## src/rtl/wave_ram_loader.sv

```systemverilog
// -----------------------------------------------------------------------------
// wave_ram_loader
//
// Writer side of the 3072x32 single-port waveform RAM read by the DDS block.
// Fills one 1024-word segment (00 = triangle, 01 = sine, 10 = square). The
// data comes from an external valid/ready sample stream or from an internal
// triangle/square generator. A one-cycle done pulse marks the end of a fill.
//
// Ports:
//   clk       in   system clock
//   rst_n     in   asynchronous active-low reset
//   start     in   one-cycle pulse, begins a fill when idle
//   seg       in   target segment (00 TRI, 01 SIN, 10 SQU, 11 illegal)
//   src_int   in   1 = internal generator, 0 = external stream
//   s_valid   in   external sample valid
//   s_data    in   external sample
//   s_ready   out  loader accepts s_data this cycle
//   ram_wrn   out  RAM write strobe (1 = write)
//   ram_addr  out  RAM address {seg, offset}
//   ram_din   out  RAM write data
//   busy      out  fill in progress
//   done      out  one-cycle pulse after the last word is written
//   err       out  sticky illegal-request flag, cleared by an accepted start
//   checksum  out  (only with WAVE_RAM_LOADER_CHECKSUM_EN) modulo sum of all
//                  words written in the current fill
//
// Optional feature macro: WAVE_RAM_LOADER_CHECKSUM_EN
// -----------------------------------------------------------------------------
module wave_ram_loader #(
   parameter int DATA_DEPTH = 3072,
   parameter int DATA_WIDTH = 32,
   parameter int ADDR_WIDTH = 10
) (
   input  logic                  clk,
   input  logic                  rst_n,
   input  logic                  start,
   input  logic [1:0]            seg,
   input  logic                  src_int,
   input  logic                  s_valid,
   input  logic [DATA_WIDTH-1:0] s_data,
   output logic                  s_ready,
   output logic                  ram_wrn,
   output logic [ADDR_WIDTH+1:0] ram_addr,
   output logic [DATA_WIDTH-1:0] ram_din,
   output logic                  busy,
   output logic                  done,
   output logic                  err
`ifdef WAVE_RAM_LOADER_CHECKSUM_EN
   ,
   output logic [DATA_WIDTH-1:0] checksum
`endif
);

   typedef enum logic [1:0] {
      IDLE = 2'b00,
      LOAD = 2'b01,
      FIN  = 2'b10
   } state_t;

   // Three segments share the RAM; the last offset of a segment ends a fill.
   localparam int                    SEG_WORDS = DATA_DEPTH / 3;
   localparam logic [ADDR_WIDTH-1:0] OFF_LAST  = ADDR_WIDTH'(SEG_WORDS - 1);
   localparam logic [ADDR_WIDTH-1:0] OFF_ONE   = ADDR_WIDTH'(1);
   localparam int                    TRI_SHIFT = DATA_WIDTH - ADDR_WIDTH + 1;

   state_t                  state_q, state_d;
   logic [1:0]              seg_q, seg_d;
   logic                    src_q, src_d;
   logic [ADDR_WIDTH-1:0]   off_q, off_d;
   logic                    last_q, last_d;
   logic                    err_q, err_d;
   logic                    wrn_q, wrn_d;
   logic [ADDR_WIDTH+1:0]   addr_q, addr_d;
   logic [DATA_WIDTH-1:0]   din_q, din_d;

   logic legal;
   logic accept;
   logic issue;

   // Triangle: rising ramp over the first half, mirrored over the second half.
   // For the upper half (2**ADDR_WIDTH-1-i) is just the inverted low bits of i.
   // Square: all-ones over the first half, zero over the second.
   function automatic logic [DATA_WIDTH-1:0] gen_word(input logic                  is_squ,
                                                      input logic [ADDR_WIDTH-1:0] i);
      logic [ADDR_WIDTH-2:0] mag;
      mag = i[ADDR_WIDTH-1] ? ~i[ADDR_WIDTH-2:0] : i[ADDR_WIDTH-2:0];
      if (is_squ) begin
         gen_word = i[ADDR_WIDTH-1] ? '0 : '1;
      end else begin
         gen_word = {mag, {TRI_SHIFT{1'b0}}};
      end
   endfunction

   // No internal sine generator exists, so an internal sine request is illegal.
   assign legal  = (seg != 2'b11) && !(src_int && (seg == 2'b01));
   assign accept = (state_q == IDLE) && start && legal;

   // A word is issued in the cycle before it appears on the RAM port. Once the
   // last offset has been issued nothing more is taken.
   assign issue  = (state_q == LOAD) && !last_q && (src_q || s_valid);

   // State register and datapath flops
   always_ff @(posedge clk or negedge rst_n) begin
      if (!rst_n) begin
         state_q <= IDLE;
         seg_q   <= 2'b00;
         src_q   <= 1'b0;
         off_q   <= '0;
         last_q  <= 1'b0;
         err_q   <= 1'b0;
         wrn_q   <= 1'b0;
         addr_q  <= '0;
         din_q   <= '0;
      end else begin
         state_q <= state_d;
         seg_q   <= seg_d;
         src_q   <= src_d;
         off_q   <= off_d;
         last_q  <= last_d;
         err_q   <= err_d;
         wrn_q   <= wrn_d;
         addr_q  <= addr_d;
         din_q   <= din_d;
      end
   end

   // Next-state logic. last_q is high during the write cycle of the final
   // word, so the FSM leaves LOAD right after that write.
   always_comb begin
      state_d = state_q;
      unique case (state_q)
         IDLE:    if (accept) state_d = LOAD;
         LOAD:    if (last_q) state_d = FIN;
         FIN:     state_d = IDLE;
         default: state_d = IDLE;
      endcase
   end

   // Datapath next values
   always_comb begin
      seg_d  = seg_q;
      src_d  = src_q;
      off_d  = off_q;
      last_d = last_q;
      err_d  = err_q;
      wrn_d  = 1'b0;
      addr_d = addr_q;
      din_d  = din_q;

      if (accept) begin
         seg_d  = seg;
         src_d  = src_int;
         err_d  = 1'b0;
         last_d = 1'b0;
         off_d  = '0;
         // The internal generator never stalls: word 0 is issued on the start
         // edge so the first LOAD cycle is already a write cycle.
         if (src_int) begin
            wrn_d  = 1'b1;
            addr_d = {seg, {ADDR_WIDTH{1'b0}}};
            din_d  = gen_word(seg[1], '0);
            off_d  = OFF_ONE;
         end
      end else if ((state_q == IDLE) && start) begin
         err_d = 1'b1;
      end

      if (issue) begin
         wrn_d  = 1'b1;
         addr_d = {seg_q, off_q};
         din_d  = src_q ? gen_word(seg_q[1], off_q) : s_data;
         // Hold the counter on the last offset so it never spills into the
         // next segment.
         if (off_q == OFF_LAST) begin
            last_d = 1'b1;
         end else begin
            off_d = off_q + OFF_ONE;
         end
      end
   end

   // Outputs
   always_comb begin
      s_ready  = (state_q == LOAD) && !src_q && !last_q;
      busy     = (state_q == LOAD);
      done     = (state_q == FIN);
      err      = err_q;
      ram_wrn  = wrn_q;
      ram_addr = addr_q;
      ram_din  = din_q;
   end

`ifdef WAVE_RAM_LOADER_CHECKSUM_EN
   logic [DATA_WIDTH-1:0] cks_q, cks_d;

   // Accumulates what actually reaches the RAM port; the final write lands
   // in the cycle before FIN, so the sum is complete when done pulses.
   always_comb begin
      cks_d = cks_q;
      if (accept) begin
         cks_d = '0;
      end else if (wrn_q) begin
         cks_d = cks_q + din_q;
      end
   end

   always_ff @(posedge clk or negedge rst_n) begin
      if (!rst_n) begin
         cks_q <= '0;
      end else begin
         cks_q <= cks_d;
      end
   end

   assign checksum = cks_q;
`endif

endmodule

```

## config.mk

```make
export PLATFORM = sky130hd
export DESIGN_NAME = wave_ram_loader
export DESIGN_NICKNAME = d
export VERILOG_FILES = /design/src/rtl/wave_ram_loader.sv
export SDC_FILE = /design/constraint.sdc
export NUM_CORES = 1
export LEC_CHECK = 0
export CAP_MARGIN = 25
export CORE_MARGIN = 1
export CORE_UTILIZATION = 40
export CTS_BUF_LIST = sky130_fd_sc_hd__clkbuf_8 sky130_fd_sc_hd__clkbuf_16
export DETAILED_ROUTE_END_ITERATION = 8
export PLACE_DENSITY = 0.7
export RECOVER_POWER = 50
export SLEW_MARGIN = 10
export SYNTH_ARGS = -nofsm -noshare
export SYNTH_HDL_FRONTEND = slang
export SYNTH_SLANG_ARGS = --single-unit
```

## constraint.sdc

```tcl
create_clock -name clk -period 3.79 [get_ports clk]
set_input_delay 1.137 -clock clk [delete_from_list [all_inputs] [get_ports clk]]
set_output_delay 1.137 -clock clk [all_outputs]
set_load 0.01 [all_outputs]
```

Yosys cells after proc, flatten, opt, wreduce, memory -nomap -nowiden
Index checks and enable logic that the tools add are counted.

Add/subtract/negate cells: 1. Equality and inequality tests: 7. Muxes and demuxes: 26. Bitwise operators: 1. Reductions and logical operators: 18.

Operators by type and width (count): $mux W32 (7); $mux W12 (3); $mux W10 (3); $add A10 B1 Y10 const B (1); $eq A10 B10 Y1 const B (1); $mux W1 (9); $mux W9 (1); $not A9 Y9 (1); $logic_and A1 B1 Y1 (8); $reduce_bool A2 Y1 (3); $eq A2 B1 Y1 const B (2); $mux W2 (2); $ne A2 B2 Y1 const B (2); $pmux W2 S2 (1); $reduce_and A2 Y1 (2); $logic_not A1 Y1 (3); $eq A2 B2 Y1 const B (1); $logic_not A2 Y1 (1); $ne A2 B1 Y1 const B (1); $logic_or A1 B1 Y1 (1).

Register bits: 62. Output and inout bits: 49.

Depth between registers and ports, before layout
Depth in word-level cells: 8. Gate-level depth with buffers: 7. Gate-level depth less buffers: 5.

Least setup slack after synthesis
Ideal clock, no wire load.

Path type: input port to flip-flop. From: in seg[0]. To: reg din_q[23] (netlist: ram_din[23]). Arrival time: 2.257 ns. Path slack: 1.446 ns. Cell stages on the path: 5. Cells stage by stage: nor4b_1 and2_1 a21oi_1 clkbuf_1 a22oi_1.

Longest elaborated chain between the ends: 7. Elaborated cells between the ends (all ways): 8. Classes of those cells: eq/ne (2); reduce/logical (6).

RTL lines: start, declared (line 37) `input logic [1:0] seg,`; $eq A2 B1 Y1 (line 95) `assign legal = (seg != 2'b11) && !(src_int && (seg == 2'b01));`; $logic_and A1 B1 Y1 (line 95); $logic_not A1 Y1 (line 95); $logic_and A1 B1 Y1 (*) (line 95); $logic_and A1 B1 Y1 (*) (line 96) `assign accept = (state_q == IDLE) && start && legal;`; $reduce_bool A2 Y1 (no source line) (*); $reduce_and A2 Y1 (no source line) (*); end signal, assigned (line 123) `din_q <= din_d;`; end, declared (line 74) `logic [DATA_WIDTH-1:0] din_q, din_d;`.

Mark *: on every way between the ends. The rest lies on a longest branch, timed or not. A chain may end at the register's enable or synchronous reset.

Worst setup path after layout
From: in start. To: reg din_q[25] (netlist: ram_din[25]).

Longest elaborated chain between the ends: 4.

RTL lines: start, declared (line 36) `input logic start,`; $logic_and A1 B1 Y1 (2 in a row) (line 96); $reduce_bool A2 Y1 (no source line); $reduce_and A2 Y1 (no source line).

Every way passes these cells.

==> results.sh <==
export IMPL_status="complete, but fails checks"
export IMPL_violations="max-capacitance violations, max-slew violations"
export IMPL_grt_pass1_vias=2447
export IMPL_mostFrequentLayoutCell="nand2_1"
export IMPL_clock_skew_ns=0.00768
export IMPL_finalWirelength_um=7250
export IMPL_fillers=643
export IMPL_setup_viol=0
export IMPL_powerDensity_nw_per_um2=830
export IMPL_post_route_drc_count=0
export IMPL_synth_distinct_cells=41
export IMPL_wl_per_cell_um=14.5
export IMPL_syn_num_nets=353
export IMPL_cp_start_kind="primary input"
export IMPL_final_layout_size_suffix_gt1_frac=0.0650
export IMPL_fin_crit_sh=0.842
export IMPL_ys_seq_elements=62
export IMPL_die_w_um=88.2
export IMPL_arrival_ns=3.44
export IMPL_initial_core_util=0.412
export IMPL_die_area_um2=7780
export IMPL_fin_util=0.571
export IMPL_via_count=2534
export IMPL_ctsRootBufferMaster="clkbuf_8"
export IMPL_clk_pin_slew_ns=0.06
export IMPL_max_slew_margin=-0.193
export IMPL_cp_max_fo=35
export IMPL_placementRows=31
export IMPL_slowest_delay_ns=1.11
export IMPL_grt_max_degree=37
export IMPL_p_total_mw=3.42
export IMPL_design_core_area_um2=7210
export IMPL_post_place_cells=484
export IMPL_cts_resized=0
export IMPL_required_ns=4.04
export IMPL_dr_pass1_iters=5
export IMPL_worstMarginPinSlew_ns=1.79
export IMPL_final_hold_violation_count=0
export IMPL_grt_pass1_wl_um=11600
export IMPL_instances_no_fill=499
export IMPL_fp_dieH_um=88.2
export IMPL_netlist_area_um2=2970
export IMPL_cts_htree_levels=3
export IMPL_fin_crit_ns=3.19
export IMPL_drt_vias_per_instance=5.08
export IMPL_numCtsBuffers=9
export IMPL_postCtsHoldBufs=0
export IMPL_hpwlAfterDp_um=4820
export IMPL_io_pins=88
export IMPL_antenna_found_initial=0
export IMPL_area_growth_syn_to_layout_pct=38.5
export IMPL_mostFrequentLayoutCells="nand2_1 (69), clkdlybuf4s50_1 (65), dfrtp_1 (62)"
export IMPL_grt_usage=0.195
export IMPL_setup_tns_ns=0
export IMPL_yosys_warnings=0
export IMPL_first_iter_violations=133
export IMPL_slowest_stage="clkbuf_1"
export IMPL_avgSynthCellArea_um2=9.53
export IMPL_insertion_delay_ns=0.35
export IMPL_rsz0062_at_grt="no"
export IMPL_cts_setup_buffers=0
export IMPL_diodes=0
export IMPL_cts_sinks=62
export IMPL_critPathMostFrequentCell="nand2_1"
export IMPL_multi_input_area_um2=1310
export IMPL_worst_setup_path_type="primary input to flop"
export IMPL_cts_buffer_depth=2
export IMPL_fin_nets=437
export IMPL_netlist_instances=312
export IMPL_hold_class="flop to flop"
export IMPL_gp_congestion=0.874
export IMPL_regArea_um2=1550
export IMPL_maxCapViolCount=2
export IMPL_globalRouteOverflowTotal=0
export IMPL_endpoint_kind="flop"
export IMPL_ys_seq_area_frac=0.522
export IMPL_io_buffer_count=87
export IMPL_postRouteAntennaNets=0
export IMPL_slew_violations=71
export IMPL_cts_tree="done"
export IMPL_path_cells="dlygate4sd3_1, nor4b_1, nand2_1, clkbuf_1, nand2_1, a22oi_1"
export IMPL_fmax_mhz=314
export IMPL_leakage_nw=1.81
export IMPL_whs_ns=0.493
export IMPL_vdd_drop_max_uv=351
[per-stage QoR]
step,setup WS [ns],area [um2]
6_report,0.600,4120
2_1_floorplan,1.45,2970
3_5_place_dp,0.746,3940
5_1_grt,0.411,4120
3_3_place_gp,0.808,3940
4_1_cts,0.794,4130
[synth_stat cells, drive strengths merged]
library cell,number,area (um2)
nand4,1,6.26
ha,2,25.0
a211oi,1,7.51
o22ai,4,25.0
a2bb2oi,2,17.5
nor3b,1,7.51
a22oi,33,248
xnor2,9,78.8
inv,6,22.5
nor2b,3,18.8
nor4,1,6.26
clkbuf,18,67.6
o211ai,1,7.51
a21oi,7,35.0
mux2i,12,120
a41oi,1,8.76
and2,3,18.8
nor2,16,60.1
dfrtp,62,1550
buf,5,28.8
and3,1,6.26
o21bai,1,7.51
nor3,2,10.0
or3,1,6.26
or3b,1,11.3
mux2,1,11.3
nor4b,2,17.5
nand4b,1,8.76
o31ai,1,7.51
o21ai,10,50.0
or4b,1,13.8
or2,2,12.5
a31oi,2,12.5
o21a,2,15.0
nand3,4,20.0
nand2,69,259
nand2b,23,144
[kinds of logic after synthesis]
logic type | share of synthesized area
AND/OR/NAND/NOR | 0.211
AO/OA/AOI/OAI | 0.149
flip-flops | 0.522
buffers and inverters | 0.0400
multiplexers | 0.0442
XOR/XNOR | 0.0265
adder cells (fa/ha/maj) | 0.00841
[final timing paths]
check                            from     endpoint  slack (ns)  cells past startpoint
max in group asynchronous       rst_n  ram_addr[0]        0.97                      2
setup / recovery                start  ram_din[25]        0.60                      6
min in group asynchronous       rst_n  ram_din[30]        1.27                      1
hold / removal                    err          err        0.49                      1
hold reg to reg                   err          err        0.49                      1
setup reg to reg           state_q[1]  ram_din[25]        1.61                      5
[cell type report]
cell class,instances,area share
repair buffers,96,0.224
well taps,99,0.0301
clock buffers,10,0.0334
inverters,6,0.00547
clock inverters,5,0.0125
multi-input cells,221,0.318
flip-flops and latches,62,0.377
[worst max-delay path, delay by kind of cell]
| kind | cells | cell delay, ns |
|---|---|---|
| buffers and inverters | 2 | 1.65 |
| AND/OR/NAND/NOR | 3 | 0.39 |
| AO/OA/AOI/OAI | 1 | 0.24 |
[sequential cells by signal, indices dropped and copies added, names as in the netlist]
| register | cells |
|---|---|
| state_q | 2 |
| last_q | 1 |
| ram_wrn | 1 |
| ram_din | 32 |
| off_q | 10 |
| src_q | 1 |
| ram_addr | 12 |
| seg_q | 2 |
| err | 1 |
[power by group]
| part | total, mW | internal [mW] | switching [mW] | leakage (nW) |
|---|---|---|---|---|
| Clock | 0.573 | 0.313 | 0.260 | 0.0993 |
| Sequential | 1.16 | 0.949 | 0.212 | 0.749 |
| Combinational | 1.69 | 0.858 | 0.827 | 0.966 |
| Total | 3.42 | 2.12 | 1.30 | 1.81 |
[metal layers]
layer	vias to the layer above	GRT usage	wire length [um]
met5	-	0	0
met4	0	0.0733	68
met3	9	0.0485	531
met2	91	0.307	3220
met1	1192	0.261	3420
li1	1242	-	-
(Power assumes the default switching activity.)
